**src/rtl/sc_et_stream_decoder.sv**
```systemverilog
// Early-terminating stochastic-to-binary decoder: counts ones in a unipolar stream of
// length 2**WIDTH and stops once the top PREC bits of the final count can no longer change.
module sc_et_stream_decoder #(
    parameter int unsigned WIDTH = 8,
    parameter int unsigned PREC  = 8
) (
    input  logic             clk,
    input  logic             rst_n,
    input  logic             start,
    input  logic             abort,
    input  logic             in_valid,
    input  logic             in_bit,
    output logic             in_ready,
    output logic             out_valid,
    input  logic             out_ready,
    output logic [WIDTH:0]   out_value,
    output logic [WIDTH:0]   out_cycles,
    output logic             out_early
);

    localparam int unsigned CW = WIDTH + 1;
    localparam int unsigned XW = WIDTH + 2;
    localparam int unsigned S  = WIDTH - PREC;

    localparam logic [CW-1:0] N_VAL    = CW'(64'(1) << WIDTH);
    localparam logic [CW-1:0] LOW_MASK = CW'((64'(1) << S) - 64'(1));

    typedef enum logic [1:0] {
        ST_IDLE = 2'd0,
        ST_RUN  = 2'd1,
        ST_DONE = 2'd2
    } state_e;

    state_e state_q, state_d;

    logic [CW-1:0] c_q, c_d;
    logic [CW-1:0] k_q, k_d;
    logic          in_ready_q, in_ready_d;
    logic          out_valid_q, out_valid_d;
    logic [CW-1:0] out_value_q, out_value_d;
    logic [CW-1:0] out_cycles_q, out_cycles_d;
    logic          out_early_q, out_early_d;

    logic          accept_c;
    logic          term_c;
    logic [CW-1:0] c_nx_c;
    logic [CW-1:0] k_nx_c;
    logic [CW-1:0] r_nx_c;
    logic [XW-1:0] c_ext_c;
    logic [XW-1:0] sum_ext_c;

    // Updated counts and the "top bits already fixed" test on the post-accept values.
    always_comb begin
        accept_c  = (state_q == ST_RUN) && in_valid && !abort;
        k_nx_c    = k_q + CW'(1);
        c_nx_c    = c_q + CW'(in_bit);
        r_nx_c    = N_VAL - k_nx_c;
        c_ext_c   = XW'(c_nx_c);
        sum_ext_c = c_ext_c + XW'(r_nx_c);
        term_c    = ((c_ext_c >> S) == (sum_ext_c >> S));
    end

    // State register.
    always_ff @(posedge clk or negedge rst_n) begin
        if (!rst_n) begin
            state_q <= ST_IDLE;
        end else begin
            state_q <= state_d;
        end
    end

    // Next-state logic; abort overrides everything.
    always_comb begin
        state_d = state_q;
        if (abort) begin
            state_d = ST_IDLE;
        end else begin
            case (state_q)
                ST_IDLE: if (start)              state_d = ST_RUN;
                ST_RUN:  if (accept_c && term_c) state_d = ST_DONE;
                ST_DONE: if (out_ready)          state_d = ST_IDLE;
                default:                         state_d = ST_IDLE;
            endcase
        end
    end

    // Counter and result updates plus registered handshake flags.
    always_comb begin
        c_d          = c_q;
        k_d          = k_q;
        out_value_d  = out_value_q;
        out_cycles_d = out_cycles_q;
        out_early_d  = out_early_q;
        in_ready_d   = (state_d == ST_RUN);
        out_valid_d  = (state_d == ST_DONE);
        if (abort) begin
            c_d = '0;
            k_d = '0;
        end else if ((state_q == ST_IDLE) && start) begin
            c_d          = '0;
            k_d          = '0;
            out_value_d  = '0;
            out_cycles_d = '0;
            out_early_d  = 1'b0;
        end else if (accept_c) begin
            c_d = c_nx_c;
            k_d = k_nx_c;
            if (term_c) begin
                out_value_d  = c_nx_c & ~LOW_MASK;
                out_cycles_d = k_nx_c;
                out_early_d  = (k_nx_c != N_VAL);
            end
        end
    end

    always_ff @(posedge clk or negedge rst_n) begin
        if (!rst_n) begin
            c_q          <= '0;
            k_q          <= '0;
            in_ready_q   <= 1'b0;
            out_valid_q  <= 1'b0;
            out_value_q  <= '0;
            out_cycles_q <= '0;
            out_early_q  <= 1'b0;
        end else begin
            c_q          <= c_d;
            k_q          <= k_d;
            in_ready_q   <= in_ready_d;
            out_valid_q  <= out_valid_d;
            out_value_q  <= out_value_d;
            out_cycles_q <= out_cycles_d;
            out_early_q  <= out_early_d;
        end
    end

    assign in_ready   = in_ready_q;
    assign out_valid  = out_valid_q;
    assign out_value  = out_value_q;
    assign out_cycles = out_cycles_q;
    assign out_early  = out_early_q;

endmodule
```
**config.mk**
```make
export PLATFORM = sky130hd
export DESIGN_NAME = sc_et_stream_decoder
export DESIGN_NICKNAME = d
export VERILOG_FILES = /design/src/rtl/sc_et_stream_decoder.sv
export SDC_FILE = /design/constraint.sdc
export NUM_CORES = 1
export LEC_CHECK = 0
export CAP_MARGIN = 20
export CORE_MARGIN = 3
export CORE_UTILIZATION = 40
export CTS_CLUSTER_SIZE = 40
export DETAILED_ROUTE_END_ITERATION = 8
export SLEW_MARGIN = 20
export SYNTH_ARGS = -nofsm -noshare
export SYNTH_HDL_FRONTEND = slang
export SYNTH_SLANG_ARGS = --single-unit
export TNS_END_PERCENT = 5
```
**constraint.sdc**
```tcl
create_clock -name clk -period 3.75 [get_ports clk]
set_input_delay 0.75 -clock clk [delete_from_list [all_inputs] [get_ports clk]]
set_output_delay 0.75 -clock clk [all_outputs]
set_load 0.02 [all_outputs]
```
==> metrics.txt <==
result of the run finished, violations left; violated checks setup timing; global-route total usage across every layer 0.182; Main synth FF type sky130_fd_sc_hd__dfrtp_1; Comb pwr share 0.128; maximum number of pins on one net before global-route repair 42; DP Wirelength 5120 um; via count normalized by instance count 5.10; met3 global-route usage 0.0284; worst-margin pin slew about 940 ps; most congested layer reported by global routing met2; area of the multi-input gates between 1500 and 2000 um^2; share of power burned in the clock network 0.398; sequential-to-total area share from yosys stat 0.364; Critical Path AT 4010 ps; CTS HTree Levels 2; area enclosed by the die boundary around 8100 um^2; placement row count 29; flop and latch count out of synthesis 41; clock latency at the later pin of the worst-skew pair approximately 300 ps; total clock buffers created by CTS 5; EDFF count, synth 0; Max rail drop VDD between 150 and 200 uV; total of warnings raised by yosys 0; largest area contributor in the netlist sky130_fd_sc_hd__dfrtp_1; sw power 0.000235 W; placed instance count 461; Crit path required time 3970 ps; Internal Pwr Total just over 0.0007 W; post-detailed-routing wire length ~7000 um; last weighted congestion value of the routability-driven placer approximately 0.9; count of antenna diodes in the layout 0; Iteration-0 DRC Markers roughly 130; number of distinct standard cells referenced by the synthesized netlist 57; mean cell area of the mapped netlist 9.04 um^2; Die X-Extent roughly 90 um; Async SR Flop Fraction 1.00; timing-limited maximum frequency ~0.26 GHz; final-report max-slew violation count 0; start-to-end type of the worst setup path reg -> reg; clk sink count 41; Hold WC Path Type reg -> reg; total congestion overflow 0; switching share of power 0.249; Setup Viol. Count Final 13; maximum buffer depth of the clock tree 2; setup total negative slack -330 ps; PortBufs 27; antenna viol nets, final 0; final critical-path share of the clock period 1.01; type of destination of the critical path register; proportion of netlist area held by the largest area contributor 0.364; global-route met2 utilization 0.293; number of violations of the max-capacitance limit 0; post-DR wirelength/cell around 15 um; area taken by flip-flops and latches between 1000 and 1500 um^2; Gate Count Post-Synth 312; post-route insts no fill between 400 and 500; count of vias placed by the detailed router 2403; Worst R2R Path Depth 17; Post-Route Skew 9.19 ps; Seq pwr share 0.475; headroom to the max-slew limit 0.372; I/O pin count 28; clock-pin slew on the worst setup and hold paths ~80 ps; Starting Density 0.427; netlist area before placement 2820 um^2; startpoint class of the critical path register; post-route worst setup slack -39.3 ps; Die Y about 90 um; share of cells above drive strength 1 0.198; net total in the final layout 397; RSZ-0062 raised after global routing yes; fin crit period approximately 3800 ps; Hold Crit Depth 2; number of remaining DRC errors 0; signed area change from the synthesized netlist to the final layout 30.2%; leakage between 1.5 and 2 nW; most area-consuming cells after synthesis sky130_fd_sc_hd__dfrtp_1 36%, sky130_fd_sc_hd__mux2i_1 7.5%, sky130_fd_sc_hd__nand2_1 6.5%; post-synthesis net count about 330; vias in the first global route 2441; met1 global-route usage 0.256; final hold violation count 0; area of the core region about 6600 um^2; TritonCTS clock tree built; CP Max Fanout 12; pwr dens approximately 260 nW/um^2; filler cell count in the final layout 633; first-pass iteration count of the detailed router 5; number of antenna violations at the first check in global routing 0; global-route wire length before repair around 12000 um; Clock Root Buffer sky130_fd_sc_hd__clkbuf_8
==> path summary, 6_finish.rpt <==
kind / start / to / slack, ps
hold reg to reg: c_q[0] / c_q[0] / 500
min in group asynchronous: rst_n / in_ready / 580
setup reg to reg: k_q[0] / out_value[3] / -40
max in group asynchronous: rst_n / c_q[7] / 2570
setup / recovery: k_q[0] / out_value[3] / -40
hold / removal: c_q[0] / c_q[0] / 500
==> placed cells by master, fill, tap and decap left out, types with 4 or more instances in the layout <==
cell | Yosys | layout
sky130_fd_sc_hd__nand2_1 | 49 | 49
sky130_fd_sc_hd__buf_4 | 1 | 46
sky130_fd_sc_hd__dfrtp_1 | 41 | 41
sky130_fd_sc_hd__clkdlybuf4s50_1 | 0 | 26
sky130_fd_sc_hd__o21ai_0 | 24 | 23
sky130_fd_sc_hd__mux2i_1 | 21 | 21
sky130_fd_sc_hd__nor2_1 | 18 | 18
sky130_fd_sc_hd__xnor2_1 | 14 | 14
sky130_fd_sc_hd__nand3_1 | 14 | 14
sky130_fd_sc_hd__xor2_1 | 12 | 11
sky130_fd_sc_hd__ha_1 | 13 | 11
sky130_fd_sc_hd__inv_1 | 9 | 9
sky130_fd_sc_hd__clkbuf_8 | 0 | 6
sky130_fd_sc_hd__a21oi_1 | 5 | 5
sky130_fd_sc_hd__nand2b_1 | 4 | 4
sky130_fd_sc_hd__o31ai_1 | 5 | 4
sky130_fd_sc_hd__o21ai_1 | 3 | 4
sky130_fd_sc_hd__a22o_1 | 4 | 4
==> stage by stage <==
stage / total power [W] / setup WS [ps] / util / hold WS, ps / instance area [um^2]
finish: 0.000946 / -39.3 / 0.556 / 500 / 3670
global route: 0.000984 / -256 / 0.556 / 537 / 3670
CTS: 0.000954 / -35.4 / 0.556 / 507 / 3670
detailed placement: 0.000577 / -342 / 0.526 / 489 / 3470
global placement: 0.000576 / -224 / 0.526 / 474 / 3470
floorplan: 0.000530 / 20.6 / - / 454 / 2820
==> per-layer routing <==
layer	vias up	wire length (um)
li1	1220	-
met1	1119	3490
met2	57	3160
met3	7	256
met4	0	89
met5	-	0
==> cell usage after synthesis (2+ instances only) <==
| cell type | count |
|---|---|
| sky130_fd_sc_hd__nand2_1 | 49 |
| sky130_fd_sc_hd__dfrtp_1 | 41 |
| sky130_fd_sc_hd__o21ai_0 | 24 |
| sky130_fd_sc_hd__mux2i_1 | 21 |
| sky130_fd_sc_hd__nor2_1 | 18 |
| sky130_fd_sc_hd__nand3_1 | 14 |
| sky130_fd_sc_hd__xnor2_1 | 14 |
| sky130_fd_sc_hd__ha_1 | 13 |
| sky130_fd_sc_hd__clkbuf_1 | 12 |
| sky130_fd_sc_hd__xor2_1 | 12 |
| sky130_fd_sc_hd__inv_1 | 9 |
| sky130_fd_sc_hd__a21oi_1 | 5 |
| sky130_fd_sc_hd__o31ai_1 | 5 |
| sky130_fd_sc_hd__a22o_1 | 4 |
| sky130_fd_sc_hd__and3_1 | 4 |
| sky130_fd_sc_hd__nand2b_1 | 4 |
| sky130_fd_sc_hd__buf_2 | 3 |
| sky130_fd_sc_hd__buf_6 | 3 |
| sky130_fd_sc_hd__nor3_1 | 3 |
| sky130_fd_sc_hd__nor3b_1 | 3 |
| sky130_fd_sc_hd__o211ai_1 | 3 |
| sky130_fd_sc_hd__o21ai_1 | 3 |
| sky130_fd_sc_hd__or2_1 | 3 |
| sky130_fd_sc_hd__or3_1 | 3 |
| sky130_fd_sc_hd__a21o_1 | 2 |
| sky130_fd_sc_hd__and2_1 | 2 |
| sky130_fd_sc_hd__and3b_1 | 2 |
| sky130_fd_sc_hd__nor2b_1 | 2 |
| sky130_fd_sc_hd__or2_2 | 2 |
| sky130_fd_sc_hd__or4_1 | 2 |
==> final cells by class <==
cell class	count	area share
clock inverter	1	0.00818
multi-input combinational	243	0.463
tap	93	0.0317
clock buffer	7	0.0235
inverter	9	0.00920
sequential	41	0.279
timing repair buffer	77	0.185
==> kinds of logic after synthesis <==
kind of cell	synth area share
compound gates	0.154
xor+xnor	0.0949
fa+ha+maj	0.0577
buf+inv	0.0479
flops	0.364
mux	0.0745
simple gates	0.207
==> worst max-delay path: stages (launching register included) <==
cell	delay (ps)
sky130_fd_sc_hd__dfrtp_1	400
sky130_fd_sc_hd__ha_2	220
sky130_fd_sc_hd__buf_4	140
sky130_fd_sc_hd__xor2_1	160
sky130_fd_sc_hd__or3_1	320
sky130_fd_sc_hd__o31ai_2	250
sky130_fd_sc_hd__xnor2_1	130
sky130_fd_sc_hd__ha_1	320
sky130_fd_sc_hd__buf_4	140
sky130_fd_sc_hd__nand2_1	60
sky130_fd_sc_hd__a211oi_2	290
sky130_fd_sc_hd__nor3_1	90
sky130_fd_sc_hd__nor4b_2	310
sky130_fd_sc_hd__o211ai_2	180
sky130_fd_sc_hd__a211oi_4	180
sky130_fd_sc_hd__buf_6	160
sky130_fd_sc_hd__buf_12	160
sky130_fd_sc_hd__mux2i_1	200
==> repair_timing <==
action | in CTS | in global routing
pin swaps | 1 | 0
endpoints found under the setup margin | 23 | 23
setup buffers | 1 | 0
gates resized for setup | 9 | 2
gates cloned | 1 | 0
hold buffers | 0 | 0
==> registers in the layout, indices dropped and copies added (netlist names) <==
name	count
out_valid	1
out_cycles	9
out_value	9
state_q	2
k_q	9
out_early	1
c_q	9
in_ready	1
==> power groups by stage <==
stage / registers, W / clock network, W / logic [W]
floorplan: 0.000459 / 0 / 0.0000708
global placement: 0.000457 / 0 / 0.000119
detailed placement: 0.000457 / 0 / 0.000120
CTS: 0.000449 / 0.000384 / 0.000121
global route: 0.000449 / 0.000401 / 0.000134
finish: 0.000449 / 0.000376 / 0.000121
(Power assumes the default switching activity.)
